`src/rtl/fifo_wr_arbiter.sv`:
```
// Packet-level round-robin arbiter sharing one FIFO write port among N_REQ valid/ready requesters.
// A granted requester keeps the port until its last beat is accepted, so packets never interleave.
module fifo_wr_arbiter #(
    parameter int N_REQ  = 4,
    parameter int DATA_W = 8,
    parameter int CNT_W  = 16
) (
    input  logic                    clk,
    input  logic                    rst_n,
    input  logic [N_REQ-1:0]        req_valid_i,
    input  logic [N_REQ*DATA_W-1:0] req_data_i,
    input  logic [N_REQ-1:0]        req_last_i,
    output logic [N_REQ-1:0]        req_ready_o,
    input  logic                    fifo_full_i,
    output logic                    fifo_wr_en_o,
    output logic [DATA_W-1:0]       fifo_data_o,
    output logic [N_REQ-1:0]        grant_o,
    output logic                    busy_o,
    output logic [CNT_W-1:0]        pkt_cnt_o,
    output logic [CNT_W-1:0]        stall_cnt_o
);

    localparam int PTR_W = (N_REQ > 1) ? $clog2(N_REQ) : 1;

    localparam logic [0:0] IDLE  = 1'b0;
    localparam logic [0:0] GRANT = 1'b1;

    logic [0:0]        state_r;
    logic [N_REQ-1:0]  grant_r;
    logic [PTR_W-1:0]  rr_ptr_r;
    logic [CNT_W-1:0]  pkt_cnt_r;
    logic [CNT_W-1:0]  stall_cnt_r;

    logic [0:0]        state_nxt_s;
    logic [N_REQ-1:0]  grant_nxt_s;
    logic [PTR_W-1:0]  ptr_nxt_s;
    logic [PTR_W-1:0]  owner_s;
    logic [PTR_W-1:0]  hand_ptr_s;
    logic [N_REQ-1:0]  pick_idle_s;
    logic [N_REQ-1:0]  pick_hand_s;
    logic              own_valid_s;
    logic              own_last_s;
    logic              wr_en_s;
    logic              last_acc_s;
    logic              stall_s;
    logic [DATA_W-1:0] data_s;

    // First valid index scanning upward from ptr with wrap, returned one-hot.
    function automatic logic [N_REQ-1:0] rr_pick(input logic [N_REQ-1:0] vld,
                                                 input logic [PTR_W-1:0] ptr);
        logic [N_REQ-1:0] pick;
        logic             found;
        logic [PTR_W-1:0] idx_p;
        int               idx;
        pick  = '0;
        found = 1'b0;
        for (int i = 0; i < N_REQ; i++) begin
            idx = int'(ptr) + i;
            if (idx >= N_REQ) idx = idx - N_REQ;
            idx_p = PTR_W'(idx);
            if (!found && vld[idx_p]) begin
                pick[idx_p] = 1'b1;
                found       = 1'b1;
            end
        end
        return pick;
    endfunction

    function automatic logic [PTR_W-1:0] oh_to_idx(input logic [N_REQ-1:0] oh);
        logic [PTR_W-1:0] idx;
        idx = '0;
        for (int k = 0; k < N_REQ; k++) begin
            if (oh[k]) idx = PTR_W'(k);
        end
        return idx;
    endfunction

    // Owner-side datapath; grant_r is zero in IDLE so every term below idles at 0.
    always_comb begin
        data_s = '0;
        for (int k = 0; k < N_REQ; k++) begin
            data_s = data_s | (req_data_i[k*DATA_W +: DATA_W] & {DATA_W{grant_r[k]}});
        end
        own_valid_s = |(grant_r & req_valid_i);
        own_last_s  = |(grant_r & req_valid_i & req_last_i);
        wr_en_s     = own_valid_s & ~fifo_full_i;
        last_acc_s  = own_last_s & ~fifo_full_i;
        stall_s     = own_valid_s & fifo_full_i;
        owner_s     = oh_to_idx(grant_r);
        hand_ptr_s  = (owner_s == PTR_W'(N_REQ - 1)) ? '0 : owner_s + PTR_W'(1);
        pick_idle_s = rr_pick(req_valid_i, rr_ptr_r);
        // The finishing owner is masked so it can only return via IDLE.
        pick_hand_s = rr_pick(req_valid_i & ~grant_r, hand_ptr_s);
    end

    // Next state, grant and round-robin pointer.
    always_comb begin
        state_nxt_s = state_r;
        grant_nxt_s = grant_r;
        ptr_nxt_s   = rr_ptr_r;
        case (state_r)
            IDLE: begin
                if (|req_valid_i) begin
                    state_nxt_s = GRANT;
                    grant_nxt_s = pick_idle_s;
                end else begin
                    state_nxt_s = IDLE;
                    grant_nxt_s = '0;
                end
            end
            GRANT: begin
                if (last_acc_s) begin
                    ptr_nxt_s = hand_ptr_s;
                    if (|pick_hand_s) begin
                        state_nxt_s = GRANT;
                        grant_nxt_s = pick_hand_s;
                    end else begin
                        state_nxt_s = IDLE;
                        grant_nxt_s = '0;
                    end
                end else begin
                    state_nxt_s = GRANT;
                    grant_nxt_s = grant_r;
                end
            end
            default: begin
                state_nxt_s = IDLE;
                grant_nxt_s = '0;
                ptr_nxt_s   = '0;
            end
        endcase
    end

    // FSM, grant and pointer registers.
    always_ff @(posedge clk or negedge rst_n) begin
        if (!rst_n) begin
            state_r  <= IDLE;
            grant_r  <= '0;
            rr_ptr_r <= '0;
        end else begin
            state_r  <= state_nxt_s;
            grant_r  <= grant_nxt_s;
            rr_ptr_r <= ptr_nxt_s;
        end
    end

    // Packet counter wraps; stall counter saturates at all-ones.
    always_ff @(posedge clk or negedge rst_n) begin
        if (!rst_n) begin
            pkt_cnt_r   <= '0;
            stall_cnt_r <= '0;
        end else begin
            if (last_acc_s) begin
                pkt_cnt_r <= pkt_cnt_r + CNT_W'(1);
            end
            if (stall_s && (stall_cnt_r != {CNT_W{1'b1}})) begin
                stall_cnt_r <= stall_cnt_r + CNT_W'(1);
            end
        end
    end

    assign req_ready_o  = grant_r & {N_REQ{~fifo_full_i}};
    assign fifo_wr_en_o = wr_en_s;
    assign fifo_data_o  = data_s;
    assign grant_o      = grant_r;
    assign busy_o       = (state_r == GRANT);
    assign pkt_cnt_o    = pkt_cnt_r;
    assign stall_cnt_o  = stall_cnt_r;

endmodule

```
`config.mk`:
```
export PLATFORM = sky130hd
export DESIGN_NAME = fifo_wr_arbiter
export DESIGN_NICKNAME = d
export VERILOG_FILES = /design/src/rtl/fifo_wr_arbiter.sv
export SDC_FILE = /design/constraint.sdc
export NUM_CORES = 1
export LEC_CHECK = 0
export BUFFER_PORTS_ARGS = -buffer_cell sky130_fd_sc_hd__clkbuf_2
export CORE_UTILIZATION = 50
export DETAILED_ROUTE_END_ITERATION = 16
export PLACE_DENSITY = 0.79
export SYNTH_ARGS = -nofsm -noshare
export SYNTH_HDL_FRONTEND = slang
export SYNTH_SLANG_ARGS = --single-unit
```
`constraint.sdc`:
```
create_clock -name clk -period 2.85 [get_ports clk]
set_input_delay 0.57 -clock clk [delete_from_list [all_inputs] [get_ports clk]]
set_output_delay 0.57 -clock clk [all_outputs]
set_load 0.05 [all_outputs]
```
==> impl_metrics.ini, run 1 <==
[clock_network]
cts_setup_buffers = 0
clkTransAtPathRegs_ps = 80
cts_tree = built
cts_buffers = 5
cts-htree-levels = 2
clk_latency_ps = 290
hold_buffers = 0
cts-root-buf = clkbuf_8
cts_resized = 0
cts_sinks = 39
clockBufferDepth = 2

[placed_design]
post-place-ws_ps = 273.1
place_congestion = 0.9394
placed_cell_area_um2 = 3277
dp.final_hpwl_um = 5028
port_buffers = 92

[yosys]
netlist-cell-type-count = 54
synth_compound_area_share_pct = 18.75
syn_area_um2 = 2756
synth_warnings = 0
synth_seq_cells = 39
syn-instance-count = 287
synth-seq-area-share_pct = 35.41
synth_top_cell_by_area = dfrtp_1
synth-xor-area-share_pct = 9.532
ys.flop_type = dfrtp_1
muxShareOfSynthArea_pct = 3.223
ys_top_cells_by_area = dfrtp_1, xnor2_1, ha_1
synth_top_cell_area_share_pct = 35.41
synthSimpleGateAreaFrac_pct = 22.79
synth_top_family_by_area = simple AND/OR/NAND/NOR gates
async_reset_ff_share_pct = 100.0
post_synth.cell_area_avg_um2 = 9.604
synthesis.nets = 344
synthAdderAreaFrac_pct = 6.355
synth_edf_count = 0

[route]
postRouteAntennaNets = 0
vias = 2533
firstDrtPassIters = 4
drt_iter0_drc = 160
drc = 0
drt-vias-per-instance = 5.641
totalWireLength_um = 6664
wl_per_cell_um = 14.84

[timing]
period_needed_ps = 2616
fin_setup_tns_ps = 0
slew_violations = 0
maxSlewHeadroom_pct = 36.15
layout_setup_ws_ps = 234.4
fin_crit_sh_pct = 91.77
skew_ps = 5.834
hold_viol_final = 0
setup_viol = 0
max_freq_ghz = 0.3823
worst_pin_slew_ps = 957.7
rsz0062_at_grt = false

[pwr]
p_clk_share_pct = 10.0
power_density_nw_per_um2 = 1120
internal_power_mw = 1.695
ir_worst_vdd_mv = 0.7629
switching_share_pct = 55.01
seqPwrFrac_pct = 23.0
p_comb_share_pct = 67.0
p_leak_nw = 1.628
power.switching_mw = 2.073

[setup_path]
worstSetupPathType = reg -> reg
critPathMaxFanout = 11
arrival_ps = 2790
worstPathRequired_ps = 3020
start_kind = flop
worstSetupEndpointType = flop

[floorplan]
num_rows = 26
dieArea_um2 = 5814
fp.dieW_um = 76.25
chipHeight_um = 76.25
initial_core_util_pct = 52.96
core_um2 = 5205
pin_count = 93

[finish]
design_area_um2 = 3366
areaGrowthSynthToFinish_pct = 22.11
drive_above_1_share_pct = 33.25
diodes = 0
nets = 435

[grt]
top_usage_layer = met2
grt_max_degree = 40
grtUsageTotal_pct = 23.81
grt_pass1_vias = 2446
grtUsageMet2_pct = 41.17
antenna_found_initial = 0
met3_usage_pct = 3.353
grt_util_met1_pct = 31.19
grt_pass1_wl_um = 11260
grt_overflow = 0

[run_status]
status = completed

[run]
maxCapViolCount = 0

[worst_hold_path]
hp-class = in -> async
[cell type report]
| type | instances | area (um^2) |
|---|---|---|
| flip-flops and latches | 39 | 975.9 |
| inverters | 7 | 28.78 |
| clock inverters | 3 | 20.02 |
| fillers | 461 | 1839 |
| repair buffers | 99 | 513.0 |
| clock buffers | 5 | 68.82 |
| multi-input cells | 226 | 1672 |
| well taps | 70 | 87.58 |
[power groups by stage]
stage | Clock [mW] | Combinational [mW] | Sequential, mW
floorplan | 0 | 1.61 | 1.21
global placement | 0 | 2.46 | 0.869
detailed placement | 0 | 2.51 | 0.874
CTS | 0.383 | 2.52 | 0.865
global route | 0.400 | 2.72 | 0.894
finish | 0.375 | 2.53 | 0.868
[cell families after synthesis]
family,after synthesis
DFF,39
buffers and inverters,22
muxes,6
and+or+nand+nor,111
adders and majority gates,14
xor gates and xnor gates,30
AOI/OAI and AO/OA,65
[cell usage after synthesis (2+ instances only)]
| cell | count |
|---|---|
| dfrtp_1 | 39 |
| nand2_1 | 23 |
| xnor2_1 | 22 |
| nand3_1 | 21 |
| a22oi_1 | 19 |
| ha_1 | 14 |
| and3_1 | 12 |
| nor2_1 | 11 |
| nor2b_1 | 10 |
| o21ai_0 | 9 |
| nand4_1 | 8 |
| xor2_1 | 8 |
| buf_2 | 7 |
| clkbuf_1 | 6 |
| inv_1 | 6 |
| nand2b_1 | 6 |
| a21oi_1 | 5 |
| a222oi_1 | 4 |
| nor3_1 | 4 |
| a21boi_0 | 3 |
| a31oi_1 | 3 |
| mux2_2 | 3 |
| o21ai_1 | 3 |
| a22o_1 | 2 |
| a22oi_2 | 2 |
| and2b_1 | 2 |
| and4_1 | 2 |
| buf_6 | 2 |
| mux4_2 | 2 |
| nand3_2 | 2 |
| nor2_4 | 2 |
| o221ai_1 | 2 |
| o22ai_1 | 2 |
[metal layers]
metal  share of wire (%)  wire [um]
met1                  44       2939
met5                   0          0
met2                  49       3255
met3                 5.8        384
met4                 1.3         86
[placed cells by master (no fill, tap or decap), drive strengths merged, types with 4 or more instances in the layout]
| cell type | n |
|---|---|
| xor2 | 8 |
| buf | 7 |
| nor3 | 4 |
| and3 | 12 |
| clkbuf | 97 |
| a21boi | 4 |
| xnor2 | 22 |
| inv | 7 |
| nor2b | 10 |
| o21ai | 12 |
| a22oi | 21 |
| dfrtp | 39 |
| nand2 | 23 |
| nand3 | 24 |
| a222oi | 4 |
| a21oi | 5 |
| nand4 | 8 |
| nand2b | 6 |
| ha | 14 |
| nor2 | 14 |
[per-stage QoR]
stage                     cells  total power [mW]  utilization [%]  hold slack (ps)
after floorplan             287             2.821                -            274.4
after global placement      441             3.328            62.96            460.5
after detailed placement    441             3.385            62.96            468.8
after CTS                   449             3.768            64.66            447.8
after global routing        449             4.015            64.66            503.0
final                       449             3.768            64.66            415.1
[final timing paths]
path / slack (ps) / depth (start not counted) / from / endpoint
min: 420 / 1 / rst_n / stall_cnt_o[11]$_DFFE_PN0P_
min in group clk: 480 / 1 / pkt_cnt_o[15]$_DFFE_PN0P_ / pkt_cnt_o[15]$_DFFE_PN0P_
min reg2reg: 480 / 1 / pkt_cnt_o[15]$_DFFE_PN0P_ / pkt_cnt_o[15]$_DFFE_PN0P_
max reg2reg: 230 / 10 / grant_o[2]$_DFFE_PN0P_ / grant_o[1]$_DFFE_PN0P_
max in group asynchronous: 1840 / 1 / rst_n / stall_cnt_o[6]$_DFFE_PN0P_
max: 230 / 10 / grant_o[2]$_DFFE_PN0P_ / grant_o[1]$_DFFE_PN0P_
[worst max-delay path, stage by stage (launching register included)]
cell and delay, ps:
dfrtp_1 400, buf_4 180, nor2_4 180, inv_1 70, ha_1 470, nor2_1 150, a22o_1 270, and3_1 200
a2111oi_4 350, a21o_1 160, o21ai_1 60
[flip-flops by register name, summed over array words and instances, names as in the netlist]
register     cells
rr_ptr_r         2
busy_o           1
stall_cnt_o     16
pkt_cnt_o       16
grant_o          4
(Power assumes the default switching activity.)
==> run 2: changes to the inputs <==
--- a/config.mk
+++ b/config.mk
@@ -8,7 +8,7 @@
 export BUFFER_PORTS_ARGS = -buffer_cell sky130_fd_sc_hd__clkbuf_2
 export CORE_UTILIZATION = 50
 export DETAILED_ROUTE_END_ITERATION = 16
-export PLACE_DENSITY = 0.79
+export PLACE_DENSITY = 0.81
 export SYNTH_ARGS = -nofsm -noshare
 export SYNTH_HDL_FRONTEND = slang
 export SYNTH_SLANG_ARGS = --single-unit
==> constraint.sdc (replaced) <==
create_clock -name clk -period 2.6 [get_ports clk]
set_input_delay 0.52 -clock clk [delete_from_list [all_inputs] [get_ports clk]]
set_output_delay 0.52 -clock clk [all_outputs]
set_load 0.05 [all_outputs]
==> impl_metrics.ini, run 2 (synthesis gave the netlist of run 1 again) <==
[clock_network]
cts-htree-levels = 2
cts_sinks = 39
cts-root-buf = clkbuf_8
clk_latency_ps = 300
clkTransAtPathRegs_ps = 90
clockBufferDepth = 2
hold_buffers = 0
cts_tree = built
cts_buffers = 5

[setup_path]
start_kind = flop
cp_slowest_stage_delay_ps = 470
arrival_ps = 2570
path_cells = nand2b_1 -> nand2b_1 -> ha_4 -> nor2_1 -> a22o_1 -> and3_1 -> a2111oi_4 -> a21o_1 -> o21ai_1
worstSetupPathType = reg -> reg
cp-startpoint = grant_o[2]$_DFFE_PN0P_
cp_slowest_cell = dfrtp_2
critical_path.most_common_cell = nand2b_1
worstSetupEndpointType = flop
r2r_start = grant_o[2]$_DFFE_PN0P_
worstPathRequired_ps = 2770
critPathMaxFanout = 9

[timing]
fin_crit_sh_pct = 92.18
max_freq_ghz = 0.4173
skew_ps = 8.040
setup_viol = 0
period_needed_ps = 2397
hold_viol_final = 0
rsz0062_at_grt = false
slew_violations = 0
worst_pin_slew_ps = 573.4
maxSlewHeadroom_pct = 61.77
fin_setup_tns_ps = 0

[route]
drt_iter0_drc = 186
totalWireLength_um = 7075
firstDrtPassIters = 5
wl_per_cell_um = 15.65
drc = 0
drt-vias-per-instance = 5.785
postRouteAntennaNets = 0
vias = 2615

[finish]
drive_above_1_share_pct = 34.55
final_common_cell = clkbuf_2
fillers = 446
diodes = 0
final_cell_mix = clkbuf_2, dfrtp_1, nand2_1, xnor2_1, nand3_1
nets = 438
areaGrowthSynthToFinish_pct = 23.60
fin_util_pct = 65.46

[grt]
grtUsageTotal_pct = 24.99
grt_max_degree = 25
grt_pass1_vias = 2507
grt_pass1_wl_um = 11710
antenna_found_initial = 0
grt_overflow = 0

[pwr]
ir_worst_vdd_mv = 0.7917
p_leak_nw = 1.641
power_density_nw_per_um2 = 1250

[floorplan]
fp.dieW_um = 76.25
pin_count = 93
core_um2 = 5205
dieArea_um2 = 5814
chipHeight_um = 76.25
initial_core_util_pct = 52.96
num_rows = 26

[placed_design]
port_buffers = 92
place_congestion = 0.9022
dp.final_hpwl_um = 5343

[run]
maxCapViolCount = 0

[worst_hold_path]
hp-class = in -> async

[run_status]
status = completed
## run 2: timing repair
action | in CTS | in global routing
buffers inserted | 0 | 0
setup endpoints to repair | 0 | 4
resized for setup | 0 | 2
## run 2: report_power, final
part / internal [mW] / switching [mW] / total, mW
logic: 0.991 / 1.88 / 2.87
clock network: 0.192 / 0.233 / 0.425
registers: 0.748 / 0.212 / 0.960
total: 1.93 / 2.33 / 4.26
## run 2: per-stage QoR
step | setup WS [ps] | instance area (um^2) | instances | hold slack (ps) | power (mW)
after floorplan | 24.85 | 2758 | 287 | 224.4 | 3.094
after global placement | 238.3 | 3301 | 444 | 461.7 | 3.706
after detailed placement | 160.7 | 3301 | 444 | 468.9 | 3.770
after CTS | 146.9 | 3393 | 452 | 229.2 | 4.199
after global routing | 72.19 | 3407 | 452 | 248.5 | 4.526
final | 203.4 | 3407 | 452 | 200.1 | 4.259
## run 2: layer usage
| layer | vias to the layer above | GRT usage (%) | part of all wire [%] |
|---|---|---|---|
| met4 | 0 | 7.308 | 1.7 |
| li1 | 1236 | - | - |
| met2 | 121 | 41.89 | 49 |
| met5 | - | 0 | 0 |
| met1 | 1248 | 32.88 | 42 |
| met3 | 10 | 4.431 | 7.3 |
## run 2: critical path: cells and delay by family, from the launching register on
kind                     cells  cell delay (ps)
AO/OA/AOI/OAI                4              820
adder cells (fa/ha/maj)      1              350
flip-flops                   1              470
AND/OR/NAND/NOR              4              630
## run 2: path summary, 6_finish.rpt
check,to,slack [ps],depth (start not counted)
min,stall_cnt_o[15]$_DFFE_PN0P_,200,1
min in group clk,pkt_cnt_o[15]$_DFFE_PN0P_,480,1
min reg2reg,pkt_cnt_o[15]$_DFFE_PN0P_,480,1
max in group asynchronous,pkt_cnt_o[10]$_DFFE_PN0P_,1770,2
max,grant_o[1]$_DFFE_PN0P_,200,9
max reg2reg,grant_o[1]$_DFFE_PN0P_,200,9
## run 2: cell type report
class	instances	area, um^2	share of cell area, %
Inverter	7	28.78	0.8447
Tap cell	70	87.58	2.571
Timing Repair Buffer	102	535.5	15.72
Sequential cell	39	978.4	28.72
Clock buffer	5	68.82	2.020
Clock inverter	3	23.77	0.6978
Multi-Input combinational cell	226	1684	49.43
